===== src/rtl/st_phase_if.sv =====
// Coil-line taps, clear pulses and decoded results shared between the phase
// decoder and whatever observes it.
interface st_phase_if #(
  parameter int POS_W = 16,
  parameter int PER_W = 16
);
  logic             a1, a2, b1, b2;
  logic             pos_clr, err_clr;
  logic [POS_W-1:0] pos;
  logic             dir, step_stb, locked, stall;
  logic [PER_W-1:0] period;
  logic             per_vld, err_skip, err_illegal;

  modport master (
    output a1, a2, b1, b2, pos_clr, err_clr,
    input  pos, dir, step_stb, locked, stall, period, per_vld, err_skip, err_illegal
  );

  modport slave (
    input  a1, a2, b1, b2, pos_clr, err_clr,
    output pos, dir, step_stb, locked, stall, period, per_vld, err_skip, err_illegal
  );
endinterface


===== src/rtl/st_phase_decoder.sv =====
// Unipolar stepper monitor: filters the coil lines on a prescaled tick and turns
// full-step phase changes into step pulses, position, period, stall and error flags.
//
// state       | meaning
// ST_UNLOCKED | no legal phase accepted since reset, OFF or an illegal pattern
// ST_LOCKED   | last accepted pattern is a legal phase; phase changes count as steps
module st_phase_decoder #(
  parameter int DIV         = 4096,
  parameter int FILT        = 8,
  parameter int STALL_TICKS = 24414,
  parameter int POS_W       = 16,
  parameter int PER_W       = 16
) (
  input  logic        clk,
  input  logic        rst,
  st_phase_if.slave   bus
);

  localparam int                PRE_W    = (DIV > 1) ? $clog2(DIV) : 1;
  localparam int                STL_W    = $clog2(STALL_TICKS + 1);
  localparam logic [PRE_W-1:0]  PRE_LAST = PRE_W'(DIV - 1);
  localparam logic [7:0]        FILT_N   = 8'(FILT);
  localparam logic [STL_W-1:0]  STALL_N  = STL_W'(STALL_TICKS);

  typedef enum logic {ST_UNLOCKED = 1'b0, ST_LOCKED = 1'b1} state_t;

  // {legal, index} for a coil vector {B2,B1,A2,A1}
  function automatic logic [2:0] phase_of(input logic [3:0] v);
    case (v)
      4'b0110: phase_of = 3'b100;
      4'b0011: phase_of = 3'b101;
      4'b1001: phase_of = 3'b110;
      4'b1100: phase_of = 3'b111;
      default: phase_of = 3'b000;
    endcase
  endfunction

  state_t             state_q, state_d;
  logic [3:0]         sync1_q, sync2_q;
  logic [PRE_W-1:0]   presc_q, presc_d;
  logic [3:0]         cand_q, cand_d, acc_q, acc_d;
  logic [7:0]         stab_q, stab_d;
  logic [1:0]         idx_q, idx_d;
  logic [POS_W-1:0]   pos_q, pos_d;
  logic               dir_q, dir_d, stb_q, stb_d, stall_q, stall_d;
  logic [STL_W-1:0]   stall_cnt_q, stall_cnt_d;
  logic [PER_W-1:0]   period_q, period_d, per_cnt_q, per_cnt_d;
  logic               per_vld_q, per_vld_d, have_q, have_d;
  logic               skip_q, skip_d, ill_q, ill_d;

  logic               tick, accept, step_fwd, step_rev, step;
  logic [2:0]         ph;
  logic [1:0]         diff;

  always_comb begin
    tick        = (presc_q == PRE_LAST);
    presc_d     = tick ? '0 : presc_q + 1'b1;
    state_d     = state_q;
    cand_d      = cand_q;
    stab_d      = stab_q;
    acc_d       = acc_q;
    idx_d       = idx_q;
    pos_d       = pos_q;
    dir_d       = dir_q;
    stb_d       = 1'b0;
    stall_d     = stall_q;
    stall_cnt_d = stall_cnt_q;
    period_d    = period_q;
    per_vld_d   = per_vld_q;
    per_cnt_d   = per_cnt_q;
    have_d      = have_q;
    skip_d      = skip_q;
    ill_d       = ill_q;
    accept      = 1'b0;
    step_fwd    = 1'b0;
    step_rev    = 1'b0;

    // clear first so a same-cycle error set below wins
    if (bus.err_clr) begin
      skip_d = 1'b0;
      ill_d  = 1'b0;
    end

    if (tick) begin
      if (sync2_q == cand_q) begin
        if (stab_q < FILT_N) stab_d = stab_q + 8'd1;
      end else begin
        cand_d = sync2_q;
        stab_d = 8'd1;
      end
      accept = (stab_d == FILT_N) && (cand_d != acc_q);
    end

    ph   = phase_of(cand_d);
    diff = ph[1:0] - idx_q;

    if (accept) begin
      acc_d = cand_d;
      if (ph[2]) begin
        idx_d = ph[1:0];
        if (state_q == ST_UNLOCKED) begin
          state_d   = ST_LOCKED;
          per_vld_d = 1'b0;
          have_d    = 1'b0;
        end else begin
          case (diff)
            2'd1:    step_fwd = 1'b1;
            2'd3:    step_rev = 1'b1;
            2'd2:    skip_d   = 1'b1;
            default: ;
          endcase
        end
      end else begin
        state_d = ST_UNLOCKED;
        if (cand_d != 4'b0000) ill_d = 1'b1;
      end
    end

    step = step_fwd | step_rev;
    if (step) begin
      pos_d  = step_fwd ? pos_q + 1'b1 : pos_q - 1'b1;
      dir_d  = step_rev;
      stb_d  = 1'b1;
      if (have_q) begin
        period_d  = per_cnt_q;
        per_vld_d = 1'b1;
      end
      have_d    = 1'b1;
      per_cnt_d = PER_W'(1);
    end else if (tick && (per_cnt_q != '1)) begin
      per_cnt_d = per_cnt_q + 1'b1;
    end

    if (tick) begin
      if ((state_q != ST_LOCKED) || step) stall_cnt_d = '0;
      else if (stall_cnt_q != STALL_N)    stall_cnt_d = stall_cnt_q + 1'b1;
      if ((state_q == ST_LOCKED) && !step && (stall_cnt_d == STALL_N)) stall_d = 1'b1;
    end
    if ((state_d == ST_UNLOCKED) || step) stall_d = 1'b0;

    if (bus.pos_clr) pos_d = '0;
  end

  always_ff @(posedge clk) begin
    if (rst) begin
      state_q     <= ST_UNLOCKED;
      sync1_q     <= '0;
      sync2_q     <= '0;
      presc_q     <= '0;
      cand_q      <= '0;
      stab_q      <= '0;
      acc_q       <= '0;
      idx_q       <= '0;
      pos_q       <= '0;
      dir_q       <= 1'b0;
      stb_q       <= 1'b0;
      stall_q     <= 1'b0;
      stall_cnt_q <= '0;
      period_q    <= '0;
      per_vld_q   <= 1'b0;
      per_cnt_q   <= '0;
      have_q      <= 1'b0;
      skip_q      <= 1'b0;
      ill_q       <= 1'b0;
    end else begin
      state_q     <= state_d;
      sync1_q     <= {bus.b2, bus.b1, bus.a2, bus.a1};
      sync2_q     <= sync1_q;
      presc_q     <= presc_d;
      cand_q      <= cand_d;
      stab_q      <= stab_d;
      acc_q       <= acc_d;
      idx_q       <= idx_d;
      pos_q       <= pos_d;
      dir_q       <= dir_d;
      stb_q       <= stb_d;
      stall_q     <= stall_d;
      stall_cnt_q <= stall_cnt_d;
      period_q    <= period_d;
      per_vld_q   <= per_vld_d;
      per_cnt_q   <= per_cnt_d;
      have_q      <= have_d;
      skip_q      <= skip_d;
      ill_q       <= ill_d;
    end
  end

  assign bus.pos         = pos_q;
  assign bus.dir         = dir_q;
  assign bus.step_stb    = stb_q;
  assign bus.locked      = (state_q == ST_LOCKED);
  assign bus.stall       = stall_q;
  assign bus.period      = period_q;
  assign bus.per_vld     = per_vld_q;
  assign bus.err_skip    = skip_q;
  assign bus.err_illegal = ill_q;

endmodule

===== src/flat_wrapper.sv =====
// flat-port wrapper written by rule: the top's interface ports become plain ports
module st_phase_decoder_flat 
#(
  parameter int DIV         = 4096,
  parameter int FILT        = 8,
  parameter int STALL_TICKS = 24414,
  parameter int POS_W       = 16,
  parameter int PER_W       = 16
)
  (clk, rst, bus_a1, bus_a2, bus_b1, bus_b2, bus_pos_clr, bus_err_clr, bus_pos, bus_dir, bus_step_stb, bus_locked, bus_stall, bus_period, bus_per_vld, bus_err_skip, bus_err_illegal);
  st_phase_if #(.POS_W(POS_W), .PER_W(PER_W)) bus_i ();
  input  logic clk;
  input  logic rst;
  input wire logic [$bits(bus_i.a1)-1:0] bus_a1;
  input wire logic [$bits(bus_i.a2)-1:0] bus_a2;
  input wire logic [$bits(bus_i.b1)-1:0] bus_b1;
  input wire logic [$bits(bus_i.b2)-1:0] bus_b2;
  input wire logic [$bits(bus_i.pos_clr)-1:0] bus_pos_clr;
  input wire logic [$bits(bus_i.err_clr)-1:0] bus_err_clr;
  output wire logic [$bits(bus_i.pos)-1:0] bus_pos;
  output wire logic [$bits(bus_i.dir)-1:0] bus_dir;
  output wire logic [$bits(bus_i.step_stb)-1:0] bus_step_stb;
  output wire logic [$bits(bus_i.locked)-1:0] bus_locked;
  output wire logic [$bits(bus_i.stall)-1:0] bus_stall;
  output wire logic [$bits(bus_i.period)-1:0] bus_period;
  output wire logic [$bits(bus_i.per_vld)-1:0] bus_per_vld;
  output wire logic [$bits(bus_i.err_skip)-1:0] bus_err_skip;
  output wire logic [$bits(bus_i.err_illegal)-1:0] bus_err_illegal;
  assign bus_i.a1 = bus_a1;
  assign bus_i.a2 = bus_a2;
  assign bus_i.b1 = bus_b1;
  assign bus_i.b2 = bus_b2;
  assign bus_i.pos_clr = bus_pos_clr;
  assign bus_i.err_clr = bus_err_clr;
  assign bus_pos = bus_i.pos;
  assign bus_dir = bus_i.dir;
  assign bus_step_stb = bus_i.step_stb;
  assign bus_locked = bus_i.locked;
  assign bus_stall = bus_i.stall;
  assign bus_period = bus_i.period;
  assign bus_per_vld = bus_i.per_vld;
  assign bus_err_skip = bus_i.err_skip;
  assign bus_err_illegal = bus_i.err_illegal;
  st_phase_decoder #(.DIV(DIV), .FILT(FILT), .STALL_TICKS(STALL_TICKS), .POS_W(POS_W), .PER_W(PER_W)) u_core (.clk(clk), .rst(rst), .bus(bus_i));
endmodule

===== config.mk =====
export PLATFORM = sky130hd
export DESIGN_NAME = st_phase_decoder_flat
export DESIGN_NICKNAME = d
export VERILOG_FILES = /design/src/rtl/st_phase_if.sv /design/src/rtl/st_phase_decoder.sv /design/src/flat_wrapper.sv
export SDC_FILE = /design/constraint.sdc
export NUM_CORES = 1
export LEC_CHECK = 0
export ABC_AREA = 1
export ABC_CLOCK_PERIOD_IN_PS = 4600
export CAP_MARGIN = 20
export CORE_MARGIN = 4
export CORE_UTILIZATION = 63
export CTS_BUF_LIST = sky130_fd_sc_hd__clkbuf_2 sky130_fd_sc_hd__clkbuf_4 sky130_fd_sc_hd__clkbuf_8
export DETAILED_ROUTE_END_ITERATION = 7
export DONT_BUFFER_PORTS = 1
export GPL_TIMING_DRIVEN = 0
export PLACE_DENSITY = 0.86
export SYNTH_ARGS = -nofsm -noshare
export SYNTH_HDL_FRONTEND = slang
export SYNTH_SLANG_ARGS = --single-unit

===== constraint.sdc =====
create_clock -name clk -period 4.6 [get_ports clk]
set_input_delay 1.38 -clock clk [delete_from_list [all_inputs] [get_ports clk]]
set_output_delay 1.38 -clock clk [all_outputs]
set_load 0.03 [all_outputs]

* Word level (Yosys, flattened, before mapping) *
Index checks and enable logic that the tools add are counted.

word-level totals
  bits in registers = 109
  input port bits = 8
  output and inout port bits = 39
  logic and storage cells = 108

cells by class
  $add $sub $neg = 7
  order comparisons = 1
  equality and inequality tests = 15
  multiplexer cells = 43
  bitwise gates (word level) = 3
  reduce and logical (&&, ||, !) cells = 19

operators with widths
  kind                                                                    count
  15-bit two-way mux                                                      3
  16-bit by 1-bit adder with 16-bit output (second input constant)        2
  1-bit two-way mux                                                       32
  8-bit two-way mux                                                       3
  16-bit two-way mux                                                      1
  16-bit != test (second input constant)                                  1
  16-bit by 1-bit subtractor with 16-bit output (second input constant)   1
  15-bit by 1-bit adder with 15-bit output (second input constant)        1
  15-bit equality test (second input constant)                            1
  15-bit != test (second input constant)                                  1
  12-bit by 1-bit adder with 12-bit output (second input constant)        1
  12-bit equality test (second input constant)                            1
  4-bit two-way mux                                                       3
  3-bit one-hot mux with 4 select lines                                   1
  8-bit by 1-bit adder with 8-bit output (second input constant)          1
  4-bit equality test (second input constant)                             2
  8-bit by 4-bit equality test with 1-bit output (second input constant)  1
  8-bit by 4-bit < comparator with 1-bit output (second input constant)   1
  2-bit OR reduction                                                      4
  2-bit AND reduction                                                     3
  2-bit nonzero test                                                      3
  2-bit equality test (second input constant)                             2
  4-bit by 2-bit equality test with 1-bit output (second input constant)  1
  4-bit by 3-bit equality test with 1-bit output (second input constant)  1
  12 further kinds                                                        17

* Longest topological paths before layout *
Gate-level depths: netlist (run 1).

  word-level depth = 19
  gate-level depth with buffers = 29

* Worst setup path before layout (run 1) *
No wires, ideal clock.

  kind = register to register
  start point = register u_core.presc_q[0]
  end point = register u_core.pos_q[12], in the netlist u_core.bus.pos[12]
  data arrival time = 3.982 ns
  data required time = 4.480 ns
  path slack = 0.497 ns
  cell stages (with the launch flop) = 30
  buffers on the path = 1
  clock period less this slack = 4.103 ns
  cells stage by stage = dfxtp_1 > ha_1 > nand2_2 > nor2_8 > nand3_2 > buf_2 > nand2_1 > nand2_1 > nand2_1 > nor2_1 > a31oi_1 > ha_1 > xor2_1 > xor2_2 > inv_1 > nor2_1 > inv_1 > fa_1 > a21oi_1 > o21bai_1 > nand2_1 > nand2_1 > nand2_1 > nand2_1 > nand2_1 > nand2_1 > a21boi_0 > o21ai_0 > xnor2_1 > a21oi_1

between the ends
  cells in the longest elaborated chain, start to end = 11

ends and longest elaborated chain
  item                                                                                   line                                              text
  from (decl)                                                                            st_phase_decoder.sv:40                            logic [PRE_W-1:0] presc_q, presc_d;
  from (signal assigned)                                                                 st_phase_decoder.sv:169                           presc_q <= presc_d;
  12-bit equality test *                                                                 st_phase_decoder.sv:56                            tick = (presc_q == PRE_LAST);
  4-bit two-way mux                                                                      st_phase_decoder.sv:84                            if (tick) begin
  4-bit equality test, or another cell as far along                                      st_phase_decoder.sv:29                            case (v)
  3-bit one-hot mux with 4 select lines                                                  st_phase_decoder.sv:29
  2-bit subtractor                                                                       st_phase_decoder.sv:95                            diff = ph[1:0] - idx_q;
  2-bit by 1-bit equality test with 1-bit output or 2-bit equality test (tied branches)  st_phase_decoder.sv:106                           case (diff)
  1-bit two-way mux                                                                      st_phase_decoder.sv:106
  1-bit two-way mux                                                                      st_phase_decoder.sv:101                           if (state_q == ST_UNLOCKED) begin
  1-bit two-way mux                                                                      st_phase_decoder.sv:99                            if (ph[2]) begin
  1-bit two-way mux                                                                      st_phase_decoder.sv:97                            if (accept) begin
  16-bit two-way mux or 1-bit OR (tied branches)                                         st_phase_decoder.sv:121, st_phase_decoder.sv:119
  to (signal assigned)                                                                   st_phase_decoder.sv:174                           pos_q <= pos_d;
  to (decl)                                                                              st_phase_decoder.sv:44                            logic [POS_W-1:0] pos_q, pos_d;

Every way passes the cells marked *; elsewhere a longest branch is shown, timed or not.
A chain may end at the register's enable or synchronous reset.

* Worst setup path in the final report (run 1) *
  start point = register u_core.presc_q[0]
  end point = register u_core.pos_q[13], in the netlist u_core.bus.pos[13]

The elaborated chain is that of the path after synthesis.

==> flow_metrics.py, run 1 <==
metrics = {
    "outcome": {
        "outcome": "complete, no violations",
    },
    "cells_and_area": {
        "area_growth_pct": 9.40,
        "stdcell_count": 900,
        "design_area_sq_um": 6180,
        "diodes": 0,
        "nets": 816,
        "drive_above_1_share_pct": 10.4,
    },
    "cts": {
        "tritoncts": "yes",
        "ctsRootBufferMaster": "clkbuf_8",
        "cts-htree-levels": 3,
        "cts_buffer_depth": 2,
        "clk_latency_ns": 0.37,
        "clkTransAtPathRegs_ns": 0.11,
        "cts_buffers": 9,
        "cts.sink_count": 109,
    },
    "placement": {
        "pre_cts_ws_ns": -0.252,
        "finalWeightedCongestion": 0.921,
        "placed_area_sq_um": 5780,
        "io_buffers": 0,
        "placed_cells": 875,
        "dp_hpwl_microns": 9390,
    },
    "yosys": {
        "synth.area.mux_share_pct": 0,
        "synthArstFlopShare_pct": 0,
        "synthesis.nets": 796,
        "syn_inst": 767,
        "synth_top_cell_by_area": "dfxtp_1",
        "synth_area_per_cell_sq_um": 7.36,
        "seq_area_frac_synth_pct": 38.7,
        "yosysUniqueCellTypes": 51,
        "synth_xor_area_share_pct": 6.18,
        "synth_edf_count": 0,
        "synth_commonest_cells": "nand2_1 (130), inv_1 (112), dfxtp_1 (109), nor2_1 (79), a21oi_1 (63)",
        "yosysMostFrequentCell": "nand2_1",
        "ys_ff_latch": 109,
        "ys.flop_type": "dfxtp_1",
        "synth_top_family_by_area": "simple AND/OR/NAND/NOR gates",
        "synth_compound_gate_area_share_pct": 14.6,
        "yosysWarnings": 0,
        "synth_fa_ha_area_share_pct": 4.79,
        "synth_area_leaders": "dfxtp_1 (39%), nand2_1 (8.6%), inv_1 (7.4%)",
        "synth-simple-area-share_pct": 26.0,
        "netlist_area_sq_um": 5650,
        "synth_top_area_share_pct": 38.7,
    },
    "global_route": {
        "antenna_found_initial": 0,
        "grt_pass1_vias": 4899,
        "grt.total_usage_pct": 25.3,
        "grt_overflow_total": 0,
        "grt_pass1_wl_microns": 21500,
        "grt_max_degree": 19,
    },
    "setup_path": {
        "cp.arrival_ns": 4.56,
        "endpoint_kind": "register",
        "critPathKind": "register to register",
        "startpoint_type": "register",
        "r2r_cells": 27,
        "cp.required_ns": 4.87,
        "cp_max_fo": 15,
    },
    "power_and_ir_drop": {
        "p_per_area_nw_per_um2": 267,
        "vdd_ir_drop_max_uv": 231,
        "cellLeakagePower_nw": 2.58,
        "power_mw": 1.65,
    },
    "route": {
        "wirelength_microns": 12800,
        "wl_per_cell_microns": 14.2,
        "num_vias": 5040,
        "avgViaCountPerCell": 5.60,
        "drt_first_pass_iters": 5,
        "drtAntennaViolNets": 0,
        "drc": 0,
        "dr.first_iter.drc_count": 232,
    },
    "sta": {
        "slew_violations": 0,
        "period_share_pct": 93.3,
        "setup_viol": 0,
        "setup_ws_ns": 0.307,
        "max_freq_mhz": 233,
        "max_slew_margin_pct": 59.4,
        "fin_hold_ws_ns": 0.408,
        "hold_viol_final": 0,
        "tightest_slew_ns": 0.609,
        "skew_ns": 0.00914,
        "post-route-min-period_ns": 4.29,
    },
    "die": {
        "placementRows": 34,
        "core_sq_um": 8720,
        "die_x_microns": 103,
        "die_y_microns": 103,
        "start_util_pct": 64.7,
        "dieArea_sq_um": 10500,
        "pin_count": 47,
    },
    "worst_hold_path": {
        "hold_class": "register to register",
        "whs_path_depth": 2,
    },
    "run": {
        "maxCapViolCount": 0,
    },
}
sequential cells by signal, summed over array words and instances (netlist names), 2 cells and up:
| name | cells |
|---|---|
| u_core.acc_q | 4 |
| u_core.cand_q | 4 |
| u_core.presc_q | 12 |
| u_core.per_cnt_q | 16 |
| u_core.bus.period | 16 |
| u_core.stall_cnt_q | 15 |
| u_core.bus.pos | 16 |
| u_core.sync2_q | 4 |
| u_core.stab_q | 8 |
| u_core.sync1_q | 4 |
| u_core.idx_q | 2 |
kinds of logic after synthesis:
family,count (synthesis)
AND/OR/NAND/NOR,308
AO/OA/AOI/OAI,151
buffers and inverters,139
flip-flops,109
XOR/XNOR,39
adder cells (fa/ha/maj),21
worst paths after layout:
| check | from | to | slack (ns) |
|---|---|---|---|
| setup / recovery | u_core.presc_q[0] | u_core.bus.pos[13] | 0.31 |
| hold reg to reg | u_core.sync1_q[2] | u_core.sync2_q[2] | 0.41 |
| hold / removal | u_core.sync1_q[2] | u_core.sync2_q[2] | 0.41 |
| setup reg to reg | u_core.presc_q[0] | u_core.bus.pos[13] | 0.31 |
where the power goes:
part | switching, mW | total, mW | internal (mW)
Clock | 0.331 | 0.658 | 0.326
Sequential | 0.00381 | 0.952 | 0.949
Combinational | 0.0287 | 0.0395 | 0.0107
Total | 0.364 | 1.65 | 1.29
timing repair:
item | CTS | global route
endpoints found under the hold margin | 0 | 0
buffers inserted | 3 | 6
setup endpoints to repair | 6 | 8
pin swaps | 3 | 7
resized for setup | 4 | 16
gates cloned | 0 | 0
hold buffers | 0 | 0
per-layer routing:
layer | global-route usage, % | wire length [microns]
met5 | 0 | 0
met4 | 7.87 | 224
met3 | 6.63 | 755
met2 | 43.6 | 6310
met1 | 30.7 | 5460
worst max-delay path, stage by stage (launching register included):
cell,delay (ns)
dfxtp_2,0.35
ha_1,0.18
nand2_2,0.11
nor2_8,0.17
nand3_2,0.09
clkbuf_4,0.20
nand2_1,0.07
nand2_1,0.11
nand2_1,0.11
nor2_1,0.05
a31oi_1,0.21
ha_2,0.25
xor2_2,0.19
xor2_2,0.17
inv_1,0.10
nor2_4,0.15
inv_6,0.10
ha_1,0.33
inv_1,0.09
nor3_1,0.17
nand2_1,0.07
o211ai_1,0.18
a31oi_1,0.17
o21bai_1,0.20
nand3_1,0.09
nand2_1,0.08
xnor2_1,0.12
a21oi_1,0.08
per-stage QoR:
stage | TNS, ns | utilization [%]
after floorplan | 0 | -
after global placement | -0.312 | 66.3
after detailed placement | -0.681 | 66.3
after CTS | 0 | 69.4
after global routing | -0.0257 | 70.8
final | 0 | 70.8
layout make-up:
type,instances,area [sq um]
multi-input cells,519,3000
fillers,733,2540
flip-flops and latches,109,2180
inverters,122,463
clock buffers,10,138
well taps,108,135
plain buffers,17,97.6
clock inverters,6,95.1
repair buffers,9,67.6
layout by cell type, fill, tap and decap left out, types with 4 or more instances in the layout:
cell | netlist | routed
nor2_4 | 2 | 4
dfxtp_1 | 109 | 107
o21ai_1 | 20 | 21
nand4_1 | 21 | 21
nor3b_1 | 7 | 7
clkbuf_1 | 8 | 8
clkbuf_8 | 0 | 10
nor3_1 | 18 | 18
inv_2 | 10 | 10
ha_1 | 20 | 15
nand2_2 | 9 | 9
ha_4 | 0 | 4
a21oi_1 | 63 | 63
xor2_1 | 22 | 21
nand3_1 | 18 | 18
inv_1 | 112 | 111
nand2_1 | 130 | 130
o22ai_1 | 10 | 10
buf_4 | 3 | 12
nor2_1 | 79 | 78
o21ai_0 | 37 | 36
xnor2_1 | 16 | 16
a31oi_1 | 4 | 4
Note: power is estimated with default switching activity, not from simulation.
==> inputs of run 2 (changes only) <==
--- a/config.mk
+++ b/config.mk
@@ -6,10 +6,10 @@
 export NUM_CORES = 1
 export LEC_CHECK = 0
 export ABC_AREA = 1
-export ABC_CLOCK_PERIOD_IN_PS = 4600
+export ABC_CLOCK_PERIOD_IN_PS = 3700
 export CAP_MARGIN = 20
 export CORE_MARGIN = 4
-export CORE_UTILIZATION = 63
+export CORE_UTILIZATION = 60
 export CTS_BUF_LIST = sky130_fd_sc_hd__clkbuf_2 sky130_fd_sc_hd__clkbuf_4 sky130_fd_sc_hd__clkbuf_8
 export DETAILED_ROUTE_END_ITERATION = 7
 export DONT_BUFFER_PORTS = 1
==> constraint.sdc (replaced) <==
create_clock -name clk -period 3.7 [get_ports clk]
set_input_delay 1.11 -clock clk [delete_from_list [all_inputs] [get_ports clk]]
set_output_delay 1.11 -clock clk [all_outputs]
set_load 0.03 [all_outputs]
==> run 2 against run 1 <==
Effect of this change:
- the flow now finishes with violations (setup timing)
- critical path depth fell by 1
- non-clock buffer count grew 39
- design area increased by 12%
- count of clock-buffer cells in the layout is the same
- global-route usage increased by 1.1 points
- critical path type unchanged
- critical endpoint unchanged
- largest cell class unchanged
- largest power group unchanged
==> flow_metrics.py, run 2 (same netlist as run 1, synthesis figures left out) <==
metrics = {
    "outcome": {
        "outcome": "complete, but fails checks",
        "violations": "setup timing",
    },
    "power_and_ir_drop": {
        "p_per_area_nw_per_um2": 297,
        "cellLeakagePower_nw": 2.88,
        "power_mw": 2.05,
        "vdd_ir_drop_max_uv": 296,
    },
    "die": {
        "start_util_pct": 61.4,
        "core_sq_um": 9200,
        "dieArea_sq_um": 11000,
        "die_y_microns": 105,
        "placementRows": 35,
        "pin_count": 47,
        "die_x_microns": 105,
    },
    "sta": {
        "slew_violations": 0,
        "setup_ws_ns": -0.597,
        "tightest_slew_ns": 0.644,
        "skew_ns": 0.0135,
        "period_share_pct": 116,
        "hold_viol_final": 0,
        "post-route-min-period_ns": 4.30,
        "setup_viol": 13,
        "max_slew_margin_pct": 57.0,
        "max_freq_mhz": 233,
        "rsz0062_at_grt": "yes",
    },
    "route": {
        "wl_per_cell_microns": 16.7,
        "drt_first_pass_iters": 5,
        "wirelength_microns": 15700,
        "drtAntennaViolNets": 0,
        "drc": 0,
        "avgViaCountPerCell": 5.84,
        "num_vias": 5504,
        "dr.first_iter.drc_count": 382,
    },
    "global_route": {
        "grt.total_usage_pct": 26.3,
        "grt_pass1_vias": 5286,
        "grt_overflow_total": 0,
        "grt_max_degree": 18,
        "antenna_found_initial": 0,
        "grt_pass1_wl_microns": 24100,
    },
    "cells_and_area": {
        "multi_input_area_sq_um": 3350,
        "drive_above_1_share_pct": 21.4,
        "nFillCells": 636,
        "design_area_sq_um": 6890,
        "layout_common_cells": "nand2_1 (113), inv_1 (106), dfxtp_1 (100)",
        "final_common_cell": "nand2_1",
        "diodes": 0,
        "area_growth_pct": 22.1,
        "nets": 856,
        "register_area_sq_um": 2190,
    },
    "cts": {
        "cts-htree-levels": 3,
        "ctsRootBufferMaster": "clkbuf_8",
        "cts.sink_count": 109,
        "tritoncts": "yes",
        "cts_buffers": 9,
        "clkTransAtPathRegs_ns": 0.11,
        "cts_buffer_depth": 2,
        "clk_latency_ns": 0.40,
    },
    "setup_path": {
        "cp.required_ns": 4.00,
        "endpoint_kind": "register",
        "cp_max_fo": 7,
        "startpoint_type": "register",
        "cp.arrival_ns": 4.59,
        "critPathKind": "register to register",
    },
    "placement": {
        "dp_hpwl_microns": 9530,
        "placed_area_sq_um": 5920,
        "io_buffers": 0,
        "finalWeightedCongestion": 0.919,
    },
    "worst_hold_path": {
        "hold_class": "register to register",
    },
    "run": {
        "maxCapViolCount": 0,
    },
}
-- run 2: cell types whose count changed in the layout (fill, tap and decap cells not counted), moves of 8 or more --
cell,change
buf_6,+10
nand2_1,-17
ha_1,-9
ha_4,+10
nand2_4,+9
nand2_2,+8
buf_4,+28
-- run 2: metal layers --
metal	up-vias	global-route usage, %	part of all wire [%]
met2	237	45.9	50
met5	-	0	0
li1	2622	-	-
met1	2578	29.9	39
met4	0	10.5	4.2
met3	67	8.09	6.8
-- run 2: repair_timing --
action | CTS | global route
resized for setup | 49 | 28
gates cloned | 1 | 0
buffers inserted | 39 | 11
hold buffers | 0 | 0
setup endpoints to repair | 13 | 13
pin swaps | 42 | 37
-- run 2: stage by stage --
stage	worst slack, ns	util [%]	setup TNS, ns	std cells	hold WS, ns
floorplan	-0.113	-	-0.207	767	0.388
global placement	-0.683	64.4	-4.28	878	0.391
detailed placement	-0.754	64.4	-5.29	878	0.398
CTS	-0.275	72.8	-1.72	933	0.403
global route	-0.757	75.0	-6.91	943	0.419
finish	-0.597	75.0	-4.96	943	0.399
-- run 2: cell type report --
type | instances | share of cell area, %
repair buffers | 48 | 6.08
inverters | 122 | 6.75
plain buffers | 17 | 1.47
repair inverters | 1 | 0.163
well taps | 111 | 2.01
flip-flops and latches | 109 | 31.8
clock inverters | 6 | 1.25
multi-input cells | 519 | 48.5
clock buffers | 10 | 1.91
-- run 2: path summary, 6_finish.rpt --
kind / from / end / slack (ns) / cells after the start
max: u_core.presc_q[1] / u_core.bus.pos[13] / -0.60 / 26
min: u_core.sync1_q[3] / u_core.sync2_q[3] / 0.40 / 2
max reg2reg: u_core.presc_q[1] / u_core.bus.pos[13] / -0.60 / 26
min reg2reg: u_core.sync1_q[3] / u_core.sync2_q[3] / 0.40 / 2
-- run 2: critical path: stages (launching register included) --
cell,delay [ns]
dfxtp_2,0.37
ha_4,0.15
nand2_4,0.06
nor2_8,0.18
buf_6,0.15
nand4_1,0.17
nand2_4,0.13
nor2_4,0.05
a31oi_4,0.22
ha_4,0.17
xor2_2,0.22
xor2_2,0.25
inv_2,0.09
nor2_4,0.20
inv_8,0.06
buf_12,0.14
ha_4,0.29
nand3_2,0.08
nand3b_1,0.16
nand2_1,0.09
o211ai_1,0.15
a31oi_1,0.16
o21bai_1,0.21
nand3_1,0.13
nand2_2,0.10
xnor2_2,0.12
a21oi_1,0.09
-- run 2: report_power, final --
group	internal, mW	leakage [nW]	switching (mW)
Sequential	1.18	0.884	0.00609
Clock	0.389	0.110	0.417
Combinational	0.0157	1.88	0.0389
==> inputs of run 3 (changes only) <==
--- a/config.mk
+++ b/config.mk
@@ -11,10 +11,12 @@
 export CORE_MARGIN = 4
 export CORE_UTILIZATION = 60
 export CTS_BUF_LIST = sky130_fd_sc_hd__clkbuf_2 sky130_fd_sc_hd__clkbuf_4 sky130_fd_sc_hd__clkbuf_8
+export CTS_CLUSTER_DIAMETER = 50
 export DETAILED_ROUTE_END_ITERATION = 7
 export DONT_BUFFER_PORTS = 1
 export GPL_TIMING_DRIVEN = 0
 export PLACE_DENSITY = 0.86
+export SLEW_MARGIN = 20
 export SYNTH_ARGS = -nofsm -noshare
 export SYNTH_HDL_FRONTEND = slang
 export SYNTH_SLANG_ARGS = --single-unit
==> results of run 3 <==
The final DEF is identical to that of run 2; final timing and power are the same.
